### config.mk
export PLATFORM = sky130hd
export DESIGN_NAME = hit_scheduler
export DESIGN_NICKNAME = d
export VERILOG_FILES = /design/src/rtl/hit_scheduler.sv
export SDC_FILE = /design/constraint.sdc
export NUM_CORES = 1
export LEC_CHECK = 0
export CORE_AREA = 3 3 400 402
export DETAILED_ROUTE_END_ITERATION = 12
export DIE_AREA = 0 0 403 405
export SYNTH_ARGS = -nofsm -noshare
export SYNTH_HDL_FRONTEND = slang
export SYNTH_SLANG_ARGS = --single-unit
export TNS_END_PERCENT = 100
### constraint.sdc
create_clock -name clock -period 7.5 [get_ports clock]
set_input_delay 1.5 -clock clock [delete_from_list [all_inputs] [get_ports clock]]
set_output_delay 1.5 -clock clock [all_outputs]
set_load 0.03 [all_outputs]
### src/rtl/hit_scheduler.sv
// Nearest-hit scheduler: streams every triangle of the scene against one ray
// through the p_hit datapath and reports the closest positive-t hit per ray.
module hit_scheduler #(
    parameter int Q_BITS  = 16,
    parameter int NUM_TRI = 16,
    localparam int IDX_W  = (NUM_TRI > 1) ? $clog2(NUM_TRI) : 1,
    localparam int CNT_W  = $clog2(NUM_TRI + 1)
) (
    input  logic                    clock,
    input  logic                    reset,
    // ray FIFO (show-ahead)
    input  logic [2:0][31:0]        ray_origin,
    input  logic [2:0][31:0]        ray_dir,
    input  logic                    ray_empty,
    output logic                    ray_rd_en,
    // triangle memory (synchronous, 1-cycle read)
    output logic [IDX_W-1:0]        tri_addr,
    input  logic [2:0][31:0]        tri_v0,
    input  logic [2:0][31:0]        tri_normal_1,
    input  logic [2:0][31:0]        tri_normal_2,
    // datapath operand FIFOs
    output logic                    dp_wr_en,
    input  logic                    dp_full,
    output logic [2:0][31:0]        dp_origin,
    output logic [2:0][31:0]        dp_dir,
    output logic [2:0][31:0]        dp_v0,
    output logic [2:0][31:0]        dp_normal_1,
    output logic [2:0][31:0]        dp_normal_2,
    // datapath result FIFO
    input  logic                    dp_res_empty,
    output logic                    dp_res_rd_en,
    input  logic                    dp_hit,
    input  logic signed [31:0]      dp_t,
    // per-ray result FIFO
    input  logic                    res_full,
    output logic                    res_wr_en,
    output logic                    res_hit,
    output logic signed [31:0]      res_t,
    output logic [IDX_W-1:0]        res_tri_id
);

    // Fixed-point vectors pass through untouched; Q_BITS only documents the format.
    if (Q_BITS < 0 || Q_BITS > 31) begin : g_bad_q_bits
        $error("hit_scheduler: Q_BITS must lie in 0..31");
    end

    typedef enum logic [1:0] {IDLE, ISSUE, DRAIN, EMIT} state_e;

    localparam logic signed [31:0] T_INIT    = 32'sh7FFF_FFFF;
    localparam logic [CNT_W-1:0]   NUM_TRI_C = CNT_W'(NUM_TRI);

    state_e                 state_q, state_d;
    logic [2:0][31:0]       origin_q, origin_d;
    logic [2:0][31:0]       dir_q, dir_d;
    logic [IDX_W-1:0]       tri_idx_q, tri_idx_d;
    logic [CNT_W-1:0]       issued_q, issued_d;
    logic [CNT_W-1:0]       received_q, received_d;
    logic                   data_valid_q, data_valid_d;
    logic                   best_hit_q, best_hit_d;
    logic signed [31:0]     best_t_q, best_t_d;
    logic [IDX_W-1:0]       best_id_q, best_id_d;

    logic issue;
    logic pop;
    logic better;

    // data_valid marks that the synchronous memory already presents tri_idx.
    assign issue  = (state_q == ISSUE) && data_valid_q && !dp_full && (issued_q < NUM_TRI_C);
    assign pop    = ((state_q == ISSUE) || (state_q == DRAIN)) && !dp_res_empty;
    assign better = dp_hit && (dp_t > 0) && (dp_t < best_t_q);

    // Prefetch the next triangle on an issue so back-to-back issues never bubble.
    assign tri_addr = issue ? tri_idx_q + IDX_W'(1) : tri_idx_q;

    assign dp_wr_en     = issue;
    assign dp_res_rd_en = pop;
    assign dp_origin    = origin_q;
    assign dp_dir       = dir_q;
    assign dp_v0        = tri_v0;
    assign dp_normal_1  = tri_normal_1;
    assign dp_normal_2  = tri_normal_2;

    assign res_hit    = (state_q == EMIT) ? best_hit_q : 1'b0;
    assign res_t      = (state_q == EMIT) ? best_t_q   : '0;
    assign res_tri_id = (state_q == EMIT) ? best_id_q  : '0;

    always_comb begin
        // NOTE: every output and next-state gets a default first so no latch is inferred.
        state_d      = state_q;
        origin_d     = origin_q;
        dir_d        = dir_q;
        tri_idx_d    = tri_idx_q;
        issued_d     = issued_q;
        received_d   = received_q;
        data_valid_d = data_valid_q;
        best_hit_d   = best_hit_q;
        best_t_d     = best_t_q;
        best_id_d    = best_id_q;
        ray_rd_en    = 1'b0;
        res_wr_en    = 1'b0;

        if (issue) begin
            tri_idx_d = tri_idx_q + IDX_W'(1);
            issued_d  = issued_q + CNT_W'(1);
        end

        // Results come back in issue order, so the pop count is the triangle id.
        if (pop) begin
            received_d = received_q + CNT_W'(1);
            if (better) begin
                best_hit_d = 1'b1;
                best_t_d   = dp_t;
                best_id_d  = IDX_W'(received_q);
            end
        end

        unique case (state_q)
            IDLE: begin
                // Qualified with reset so no pop leaks out while the FIFOs are being reset.
                if (!ray_empty && reset) begin
                    ray_rd_en    = 1'b1;
                    origin_d     = ray_origin;
                    dir_d        = ray_dir;
                    tri_idx_d    = '0;
                    issued_d     = '0;
                    received_d   = '0;
                    data_valid_d = 1'b0;
                    best_hit_d   = 1'b0;
                    best_t_d     = T_INIT;
                    best_id_d    = '0;
                    state_d      = ISSUE;
                end
            end
            ISSUE: begin
                data_valid_d = 1'b1;
                if (issue && (issued_q == NUM_TRI_C - CNT_W'(1))) begin
                    state_d = DRAIN;
                end
            end
            DRAIN: begin
                if (received_d == NUM_TRI_C) begin
                    state_d = EMIT;
                end
            end
            EMIT: begin
                if (!res_full) begin
                    res_wr_en = 1'b1;
                    state_d   = IDLE;
                end
            end
            default: state_d = IDLE;
        endcase
    end

    // NOTE: sequential state uses non-blocking assignments only.
    always_ff @(posedge clock or negedge reset) begin
        if (!reset) begin
            state_q      <= IDLE;
            origin_q     <= '0;
            dir_q        <= '0;
            tri_idx_q    <= '0;
            issued_q     <= '0;
            received_q   <= '0;
            data_valid_q <= 1'b0;
            best_hit_q   <= 1'b0;
            best_t_q     <= T_INIT;
            best_id_q    <= '0;
        end else begin
            state_q      <= state_d;
            origin_q     <= origin_d;
            dir_q        <= dir_d;
            tri_idx_q    <= tri_idx_d;
            issued_q     <= issued_d;
            received_q   <= received_d;
            data_valid_q <= data_valid_d;
            best_hit_q   <= best_hit_d;
            best_t_q     <= best_t_d;
            best_id_q    <= best_id_d;
        end
    end

endmodule

==> key figures, run 1 <==
Worst setup path
  • Setup CP Type: input port to output port
  • Crit end category: output port
  • Worst Path Max Fanout: 10
  • RR Endpoint: best_id_q[0]
  • Crit path to: tri_addr[3]
  • Crit. Startpoint: dp_full
  • Worst EP required: around 6 ns
  • Crit start category: input port
  • Worst R2R Start: best_t_q[14]
  • Data arrival, critical path: 3.82 ns
  • R2r worst-path depth: 9
  • Setup slack, reg-to-reg: just under 4 ns

Global routing
  • Tot GR Track Use: 8.496%
  • Vias in the first global route: roughly 11000
  • Global-route wire length before repair: 95350 microns
  • GRT overflow: 0
  • Initial antenna violation count: 21
  • Pin count of the biggest net entering global routing: 76

Flow run
  • Max-Cap Viols: 0

Timing
  • Post-route minimum period: 5.322 ns
  • Fin. max-slew vios: 0
  • Slew headroom: 22.72%
  • Setup violators final: 0
  • Setup TNS Final: 0 ns
  • Tightest Pin Transition: 1.135 ns
  • Setup Skew: approximately 0.032 ns
  • Fin Hold WS: about 0.47 ns
  • Unrepaired setup endpoints after global routing: false
  • Peak Freq: ~0.19 GHz
  • Final Cycle Share: 70.97%
  • Final hold violation count: 0

Yosys
  • Multiplexer share of the synthesized area: less than 1%
  • EDFF count, synth: 0
  • Compound-gate portion of the synthesized area: 4.063%
  • Asr flop ratio synth: 100.0%
  • Post-synthesis register bit count: 246
  • Post-synthesis simple-gate area fraction: roughly 22%
  • Cell variety after synth: 47
  • Post-synth top area cell: dfrtp_1
  • Syn nets: 2020
  • Largest cells by area after synthesis: dfrtp_1 42%, nand2_1 17%, buf_4 17%
  • Mapped Area: approximately 13000 sq um
  • Syn Inst Count: 1461
  • Register area share after synthesis: between 40% and 50%
  • Count leader, synth: nand2_1
  • Yosys warns: 0
  • Top FF cell, synth: dfrtp_1
  • Syn avg cell area: between 8 and 9 sq um
  • Combinational family with the most area after synthesis: simple AND/OR/NAND/NOR gates
  • Synth Area in Adders: 3.906%
  • Synth top area share: 41.99%
  • Synth Area in XOR/XNOR: 0.7520%
  • Top post-synthesis cells by count: 594 x nand2_1, 288 x buf_4, 215 x dfrtp_1

Clock network
  • Postcts setup bufs: 0
  • CTS Buf Count: 38
  • Max clock buf depth: 3
  • CTS tree: yes
  • Clock transition at path regs: 0.05 ns
  • Post-CTS sizing: 0
  • Clock sink count: 246
  • H-Tree Depth: 2
  • CTS Root Cell: clkbuf_16
  • Clock latency on the worst-skew pair: 0.58 ns
  • Hold buffer count at cts: 0

Power
  • Comb pwr share: 49.2%
  • Total power: 8277 uW
  • P_leak: 0.008172 uW
  • Clock power share: 22.1%
  • Psw: 3648 uW
  • Pwr per Cell Area: 435.0 nW/um^2
  • Cell-internal power: around 4600 uW
  • Maximum vdd drop: 223.3 uV
  • Switching Share: 44.08%
  • Reg power frac: 28.7%

Detailed routing
  • First-pass DRT Iterations: 7
  • ANT nets after route: 0
  • Final wirelength: between 70000 and 80000 microns
  • Via density per instance: 2.823
  • DR iter-0 viols: 460
  • Wirelength per Cell: 19.31 microns
  • Vias: 10530
  • Residual DRC: 0

Layout
  • Fillers: 17970
  • Share of cells above drive strength 1: under 10%
  • Final nets: 2195
  • Area delta synth->final: 48.51%

Status
  • Status: complete, no violations

Placement
  • Port bufs: roughly 470
  • RePlAce Congestion: slightly above 0.8
  • DPL Wire Length: 58440 microns

Worst hold path
  • Hold Crit Class: register to register

Floorplan
  • Die Y: 405 microns
  • Die extent in x: ~400 microns
  • Core ar.: 156400 sq um
  • Die area: 163200 sq um
  • I/O pins: 1044
  • Cell Rows: between 100 and 150
  • Initial Utilization: 8.193%
-- per-stage QoR --
stage	instances	util [%]	setup WS, ns	cell area [sq um]
global route	3724	12.16	2.041	19010
finish	3730	12.17	2.178	19030
detailed placement	3654	11.34	2.199	17740
floorplan	1461	-	2.934	12810
global placement	3654	11.34	2.254	17740
CTS	3721	12.15	2.178	19000
-- how the worst min path moves through the flow --
| stage | from | end | slack, ns | depth (start not counted) |
|---|---|---|---|---|
| 2_1_floorplan | best_hit_q | best_hit_q | 0.46 | 2 |
| 3_3_place_gp | dp_origin[0] | dp_origin[0] | 0.46 | 2 |
| 3_5_place_dp | dp_origin[2] | dp_origin[2] | 0.46 | 2 |
| 4_1_cts | dp_dir[82] | dp_dir[82] | 0.48 | 2 |
| 5_1_grt | dp_origin[39] | dp_origin[39] | 0.49 | 2 |
| 6_report | dp_dir[82] | dp_dir[82] | 0.47 | 2 |
-- power by group through the flow --
stage | logic, uW | registers (uW) | clock network [uW]
2_1_floorplan | 1480 | 3280 | 0
6_report | 4070 | 2380 | 1830
5_1_grt | 4400 | 2470 | 1980
3_3_place_gp | 4110 | 2360 | 0
4_1_cts | 4150 | 2390 | 1940
3_5_place_dp | 4130 | 2390 | 0
-- registers in the layout, summed over array words and instances, names as in the netlist --
register and count:
dp_dir 96, dp_origin 96, best_t_q 32, issued_q 5, received_q 5, best_id_q 4, tri_idx_q 4, state_q 2
best_hit_q 1, data_valid_q 1
-- layer usage --
| layer | global-route usage [%] | wire length, microns | part of all wire (%) |
|---|---|---|---|
| met3 | 7.275 | 13570 | 19 |
| met1 | 8.426 | 24500 | 34 |
| met2 | 12.25 | 29870 | 41 |
| met4 | 4.227 | 3818 | 5.3 |
| met5 | 1.160 | 264 | 0.37 |
-- cell usage in the layout, fill, tap and decap left out, types with 5 or more instances in the layout --
master and count:
a21oi_1 18, and2_1 41, buf_4 12, clkbuf_1 8, clkbuf_16 38, clkdlybuf4s50_1 466, clkinv_2 6, dfrtp_1 215
dfstp_2 31, diode_2 9, ha_1 40, inv_1 48, nand2_1 594, nand4_1 10, nor2_1 19, nor4_1 10
o21ai_0 5, o22a_1 30, xnor2_1 7
-- critical path, stage by stage --
cell	delay (ns)
clkdlybuf4s50_1	0.43
nor3_2	0.71
nand4_1	0.20
xnor2_1	0.26
clkdlybuf4s50_1	0.72
-- area by class of cell --
cell class | instances | area, sq um | area share, %
multi-input combinational | 822 | 4011 | 21.08
tap | 2058 | 2575 | 13.53
sequential | 246 | 6195 | 32.56
antenna | 9 | 22.52 | 0.1184
clock buffer | 49 | 1022 | 5.373
timing repair buffer | 479 | 4770 | 25.07
inverter | 49 | 191.4 | 1.006
clock inverter | 18 | 240.2 | 1.263
-- kinds of logic after synthesis --
kind of cell	Yosys count
AOI/OAI and AO/OA	69
adders and majority gates	40
buffers and inverters	393
and+or+nand+nor	698
DFF	246
muxes	4
xor gates and xnor gates	11
No activity file was read; power rests on OpenSTA's default activity.
==> run 2, diff against run 1 <==
- clock period: 7.5 -> 5 ns (I/O delays scaled with it)
==> run 2 against run 1 <==
Against the previous run: setup slack lost 1.1 ns; sequential share of layout area shrank 0.16 points; highest routed layer unchanged; first-iteration DRC count grew 30%; die area is the same; flip-flop and latch count is the same; wire length is essentially flat.
==> key figures, run 2 (synthesized netlist as in run 1, its figures left out) <==
Global routing
  • Global-route wire length before repair: 94770 microns (was 95350 microns)
  • Tot GR Track Use: 8.429% (was 8.496%)
  • GRT overflow: 0 (unchanged)
  • Vias in the first global route: 11050 (was 11160)
  • Initial antenna violation count: 21 (unchanged)
  • Pin count of the biggest net entering global routing: 145 (was 76)

Layout
  • Most common cell after layout, fill and taps aside: nand2_1 (unchanged)
  • Layout Utilization: 12.23% (was 12.17%)
  • Area delta synth->final: 49.26% (was 48.51%)
  • Multi-input gate area: 4011 sq um (unchanged)
  • Commonest non-fill, non-tap cells in the layout: 594 x nand2_1, 466 x clkdlybuf4s50_1, 215 x dfrtp_1 (unchanged)
  • Final Cell Area: 19120 sq um (was 19030 sq um)
  • Fillers: 17890 (was 17970)
  • Share of cells above drive strength 1: 6.791% (was 6.735%)
  • Storage cell area: 6195 sq um (unchanged)
  • Post-route insts no fill: 3727 (was 3730)
  • Final nets: 2195 (unchanged)

Floorplan
  • Die area: 163200 sq um (unchanged)
  • Initial Utilization: 8.193% (unchanged)
  • I/O pins: 1044 (unchanged)
  • Die Y: 405 microns (unchanged)
  • Cell Rows: 145 (unchanged)
  • Core ar.: 156400 sq um (unchanged)
  • Die extent in x: 403 microns (unchanged)

Power
  • P_leak: 0.008226 uW (was 0.008172 uW)
  • Comb pwr share: 48.8% (was 49.2%)
  • Psw: 5456 uW (was 3648 uW)
  • Clock power share: 22.7% (was 22.1%)
  • Reg power frac: 28.5% (was 28.7%)
  • Cell-internal power: 7080 uW (was 4629 uW)
  • Pwr per Cell Area: 655.5 nW/um^2 (was 435.0 nW/um^2)
  • Maximum vdd drop: 320.7 uV (was 223.3 uV)
  • Switching Share: 43.52% (was 44.08%)

Clock network
  • Max clock buf depth: 3 (unchanged)
  • Hold buffer count at cts: 0 (unchanged)
  • CTS tree: yes (unchanged)
  • H-Tree Depth: 2 (unchanged)
  • Clock latency on the worst-skew pair: 0.60 ns (was 0.58 ns)
  • CTS Buf Count: 36 (was 38)
  • Post-CTS sizing: 0 (unchanged)
  • Postcts setup bufs: 0 (unchanged)
  • Clock sink count: 246 (unchanged)
  • Clock transition at path regs: 0.06 ns (was 0.05 ns)
  • CTS Root Cell: clkbuf_16 (unchanged)

Placement
  • Placed Cells: 3656 (was 3654)
  • DPL Wire Length: 57820 microns (was 58440 microns)
  • Port bufs: 467 (unchanged)
  • DP Area: 17810 sq um (was 17740 sq um)
  • RePlAce Congestion: 0.8356 (was 0.8184)

Worst setup path
  • Crit start category: input port (unchanged)
  • Setup CP Type: input port to output port (unchanged)
  • Crit end category: output port (unchanged)
  • Data arrival, critical path: 2.90 ns (was 3.82 ns)
  • Worst Path Max Fanout: 10 (unchanged)
  • R2r worst-path depth: 10 (was 9)
  • Worst EP required: 4.00 ns (was 6.00 ns)

Detailed routing
  • First-pass DRT Iterations: 5 (was 7)
  • Final wirelength: 71990 microns (was 72030 microns)
  • Via density per instance: 2.840 (was 2.823)
  • Wirelength per Cell: 19.32 microns (was 19.31 microns)
  • DR iter-0 viols: 596 (was 460)
  • Vias: 10580 (was 10530)
  • Residual DRC: 0 (unchanged)
  • ANT nets after route: 0 (unchanged)

Timing
  • Setup TNS Final: 0 ns (unchanged)
  • Peak Freq: 0.2562 GHz
  • Post-route minimum period: approximately 3.9 ns
  • Setup Skew: 0.04623 ns (was 0.03248 ns)
  • Unrepaired setup endpoints after global routing: false (unchanged)
  • Final Cycle Share: 78.07%
  • Slew headroom: 27.13% (was 22.72%)
  • Tightest Pin Transition: 1.093 ns (was 1.135 ns)
  • Final hold violation count: 0 (unchanged)
  • Fin. max-slew vios: 0 (unchanged)
  • Setup violators final: 0 (unchanged)

Worst hold path
  • Hold Crit Class: input port to asynchronous set/reset pin (was register to register)

Flow run
  • Max-Cap Viols: 0 (unchanged)

Status
  • Status: complete, no violations (unchanged)
run 2: path summary, 6_finish.rpt:
| path | from | end | slack [ns] |
|---|---|---|---|
| setup / recovery | dp_full | tri_addr[3] | 1.10 |
| hold reg to reg | dp_dir[18] | dp_dir[18] | 0.47 |
| min in group clock | dp_dir[18] | dp_dir[18] | 0.47 |
| max in group asynchronous | reset | dp_dir[77] | 2.87 |
| hold / removal | reset | dp_dir[6] | 0.34 |
| setup reg to reg | best_t_q[14] | best_id_q[1] | 1.71 |
run 2: critical path, stage by stage:
cell and delay (ns):
clkdlybuf4s50_1 0.43, nor3_2 0.18, buf_4 0.21, nand4_1 0.15
xnor2_1 0.18, clkdlybuf4s50_1 0.75
run 2: power by group through the flow:
stage,clock network (uW),logic [uW],registers [uW]
after CTS,2990,6210,3580
after floorplan,0,2220,4920
after global routing,3060,6570,3700
after detailed placement,0,6170,3590
after global placement,0,6150,3550
final,2840,6120,3570
run 2: metal layers:
metal  share of wire [%]  up-vias  GRT usage [%]
li1                    -     4623              -
met4                 4.4        2          3.542
met1                  34     4950          8.283
met3                  19      153          7.567
met2                  42      856          12.36
met5                0.15        -         0.4460
run 2: area by class of cell:
type | instances | area share [%]
Tap cell | 2058 | 13.47
Multi-Input combinational cell | 822 | 20.98
Timing Repair Buffer | 481 | 25.28
Antenna cell | 5 | 0.06543
Inverter | 49 | 1.001
Sequential cell | 246 | 32.39
Clock buffer | 50 | 5.300
Clock inverter | 16 | 1.518
run 2: metrics by stage:
step,hold slack [ns],setup WS (ns),power (uW)
after floorplan,0.4585,1.434,7137
after global placement,0.4564,0.8601,9701
after detailed placement,0.4615,0.8235,9765
after CTS,0.3129,1.073,12780
after global routing,0.3369,0.9774,13340
final,0.3439,1.097,12540
==> run 3, diff against run 2 <==
- clock period: 5 -> 3.8 ns (I/O delays scaled with it)
==> run 3 against run 2 <==
Against the previous run: combinational power is 32% higher; critical path type is now register to output port; power is 32% higher; flip-flop and latch count stayed put; cell count is 0.24% higher.
==> key figures, run 3 (synthesized netlist as in run 1, its figures left out) <==
Placement
  • RePlAce Congestion: 0.8244 (was 0.8356)
  • DPL Wire Length: 58260 microns (was 57820 microns)
  • Port bufs: 467 (unchanged)

Worst setup path
  • Largest delay share family, worst path: buffers and inverters (unchanged)
  • Cells along the critical path: inv_1, ha_1, nand2_1, nor3_2, xor2_1, clkdlybuf4s50_1 (was clkdlybuf4s50_1, nor3_2, buf_4, nand4_1, xnor2_1, clkdlybuf4s50_1)
  • Worst Path Max Fanout: 5 (was 10)
  • Crit end category: output port (unchanged)
  • Critical-path top delay cell: clkdlybuf4s50_1 (unchanged)
  • CP bufs+invs: 2 (was 3)
  • Crit start category: register (was input port)
  • Max incr delay on CP: 0.81 ns (was 0.75 ns)
  • Worst EP required: 3.04 ns (was 4.00 ns)
  • Data arrival, critical path: 2.77 ns (was 2.90 ns)
  • Setup CP Type: register to output port (was input port to output port)

Global routing
  • Tot GR Track Use: 8.491% (was 8.429%)
  • Vias in the first global route: 11030 (was 11050)
  • GRT overflow: 0 (unchanged)
  • Initial antenna violation count: 19 (was 21)
  • Global-route wire length before repair: 95280 microns (was 94770 microns)
  • Pin count of the biggest net entering global routing: 145 (unchanged)

Layout
  • Area delta synth->final: 49.97% (was 49.26%)
  • Commonest non-fill, non-tap cells in the layout: 594 x nand2_1, 463 x clkdlybuf4s50_1, 215 x dfrtp_1 (was 594 x nand2_1, 466 x clkdlybuf4s50_1, 215 x dfrtp_1)
  • Most common cell after layout, fill and taps aside: nand2_1 (unchanged)
  • Final nets: 2203 (was 2195)
  • Share of cells above drive strength 1: 7.527% (was 6.791%)

Detailed routing
  • Residual DRC: 0 (unchanged)
  • DR iter-0 viols: 585 (was 596)
  • Final wirelength: 72120 microns (was 71990 microns)
  • Via density per instance: 2.819 (was 2.840)
  • First-pass DRT Iterations: 5 (unchanged)
  • Vias: 10530 (was 10580)
  • ANT nets after route: 0 (unchanged)
  • Wirelength per Cell: 19.30 microns (was 19.32 microns)

Timing
  • Final hold violation count: 0 (unchanged)
  • Fin. max-slew vios: 0 (unchanged)
  • Final Cycle Share: approximately 93%
  • Post-route minimum period: ~3.5 ns
  • Setup violators final: 0 (unchanged)
  • Setup Skew: 0.01595 ns (was 0.04623 ns)
  • Unrepaired setup endpoints after global routing: false (unchanged)
  • Tightest Pin Transition: 1.073 ns (was 1.093 ns)
  • Slew headroom: 28.48% (was 27.13%)
  • Peak Freq: 0.2834 GHz
  • Setup TNS Final: 0 ns (unchanged)

Power
  • Pwr per Cell Area: 862.7 nW/um^2 (was 655.5 nW/um^2)
  • P_leak: 0.008310 uW (was 0.008226 uW)
  • Total power: 16580 uW (was 12540 uW)
  • Maximum vdd drop: 435.6 uV (was 320.7 uV)

Clock network
  • Max clock buf depth: 3 (unchanged)
  • Clock transition at path regs: 0.06 ns (about the same)
  • Hold buffer count at cts: 0 (unchanged)
  • Clock latency on the worst-skew pair: 0.59 ns (was 0.60 ns)
  • CTS Buf Count: 38 (was 36)
  • CTS Root Cell: clkbuf_16 (unchanged)
  • CTS tree: yes (unchanged)
  • Clock sink count: 246 (unchanged)
  • H-Tree Depth: 2 (unchanged)

Floorplan
  • Cell Rows: 145 (unchanged)
  • Core ar.: 156400 sq um (unchanged)
  • Die Y: 405 microns (unchanged)
  • I/O pins: 1044 (unchanged)
  • Die extent in x: 403 microns (unchanged)
  • Initial Utilization: 8.193% (unchanged)
  • Die area: 163200 sq um (unchanged)

Flow run
  • Max-Cap Viols: 0 (unchanged)

Status
  • Status: complete, no violations (unchanged)

Worst hold path
  • Hold Crit Class: input port to asynchronous set/reset pin (unchanged)
-- run 3: power by group --
group          internal [uW]  leakage [uW]  total [uW]  switching [uW]
Clock                   2330      0.000658        3820            1490
Sequential              3940       0.00302        4700             761
Combinational           3080       0.00463        8060            4980
-- run 3: layout make-up --
class	count	area, sq um
inverter	49	191.4
sequential	246	6195
clock buffer	51	1060
antenna	4	10.01
timing repair buffer	487	4890
tap	2058	2575
clock inverter	19	282.8
multi-input combinational	822	4011
fill	17920	137200
-- run 3: final timing paths --
check / start / endpoint / slack (ns) / cells past startpoint
min reg2reg: dp_origin[0] / dp_origin[0] / 0.47 / 2
max in group asynchronous: reset / dp_origin[57] / 2.23 / 3
min: reset / dp_dir[12] / 0.28 / 2
min in group clock: dp_origin[0] / dp_origin[0] / 0.47 / 2
max reg2reg: best_t_q[30] / best_id_q[3] / 0.78 / 10
max: state_q[1] / tri_addr[0] / 0.27 / 6
-- run 3: worst reg2reg max path, cell delays in order (launching register included) --
cell	delay, ns
dfstp_2	0.57
inv_1	0.05
ha_1	0.30
nand4_1	0.17
nor4_1	0.48
a211oi_1	0.19
and3_1	0.21
nor4b_1	0.34
or2_1	0.18
buf_4	0.27
o22ai_1	0.14
-- run 3: timing repair --
action	in CTS	in global routing
endpoints found under the setup margin	0	1
setup buffers	0	0
resized for setup	0	1
-- run 3: routing by layer --
layer  global-route usage [%]  part of all wire (%)  up-vias
met3                    7.634                    19      149
met1                    8.485                    34     4894
li1                         -                     -     4641
met4                    3.956                   4.7        6
met5                   0.4460                  0.18        -
met2                    12.09                    41      842
-- run 3: per-stage QoR --
| stage | worst slack [ns] | cells | hold WS [ns] | utilization, % | cell area [sq um] |
|---|---|---|---|---|---|
| 6_report | 0.2708 | 3736 | 0.2792 | 12.29 | 19210 |
| 5_1_grt | 0.02024 | 3735 | 0.2941 | 12.29 | 19210 |
| 4_1_cts | 0.01939 | 3732 | 0.2501 | 12.28 | 19200 |
| 3_5_place_dp | 0.06832 | 3662 | 0.4609 | 11.42 | 17860 |
| 3_3_place_gp | 0.001031 | 3662 | 0.4558 | 11.42 | 17860 |
| 2_1_floorplan | 0.7143 | 1461 | 0.4585 | - | 12810 |
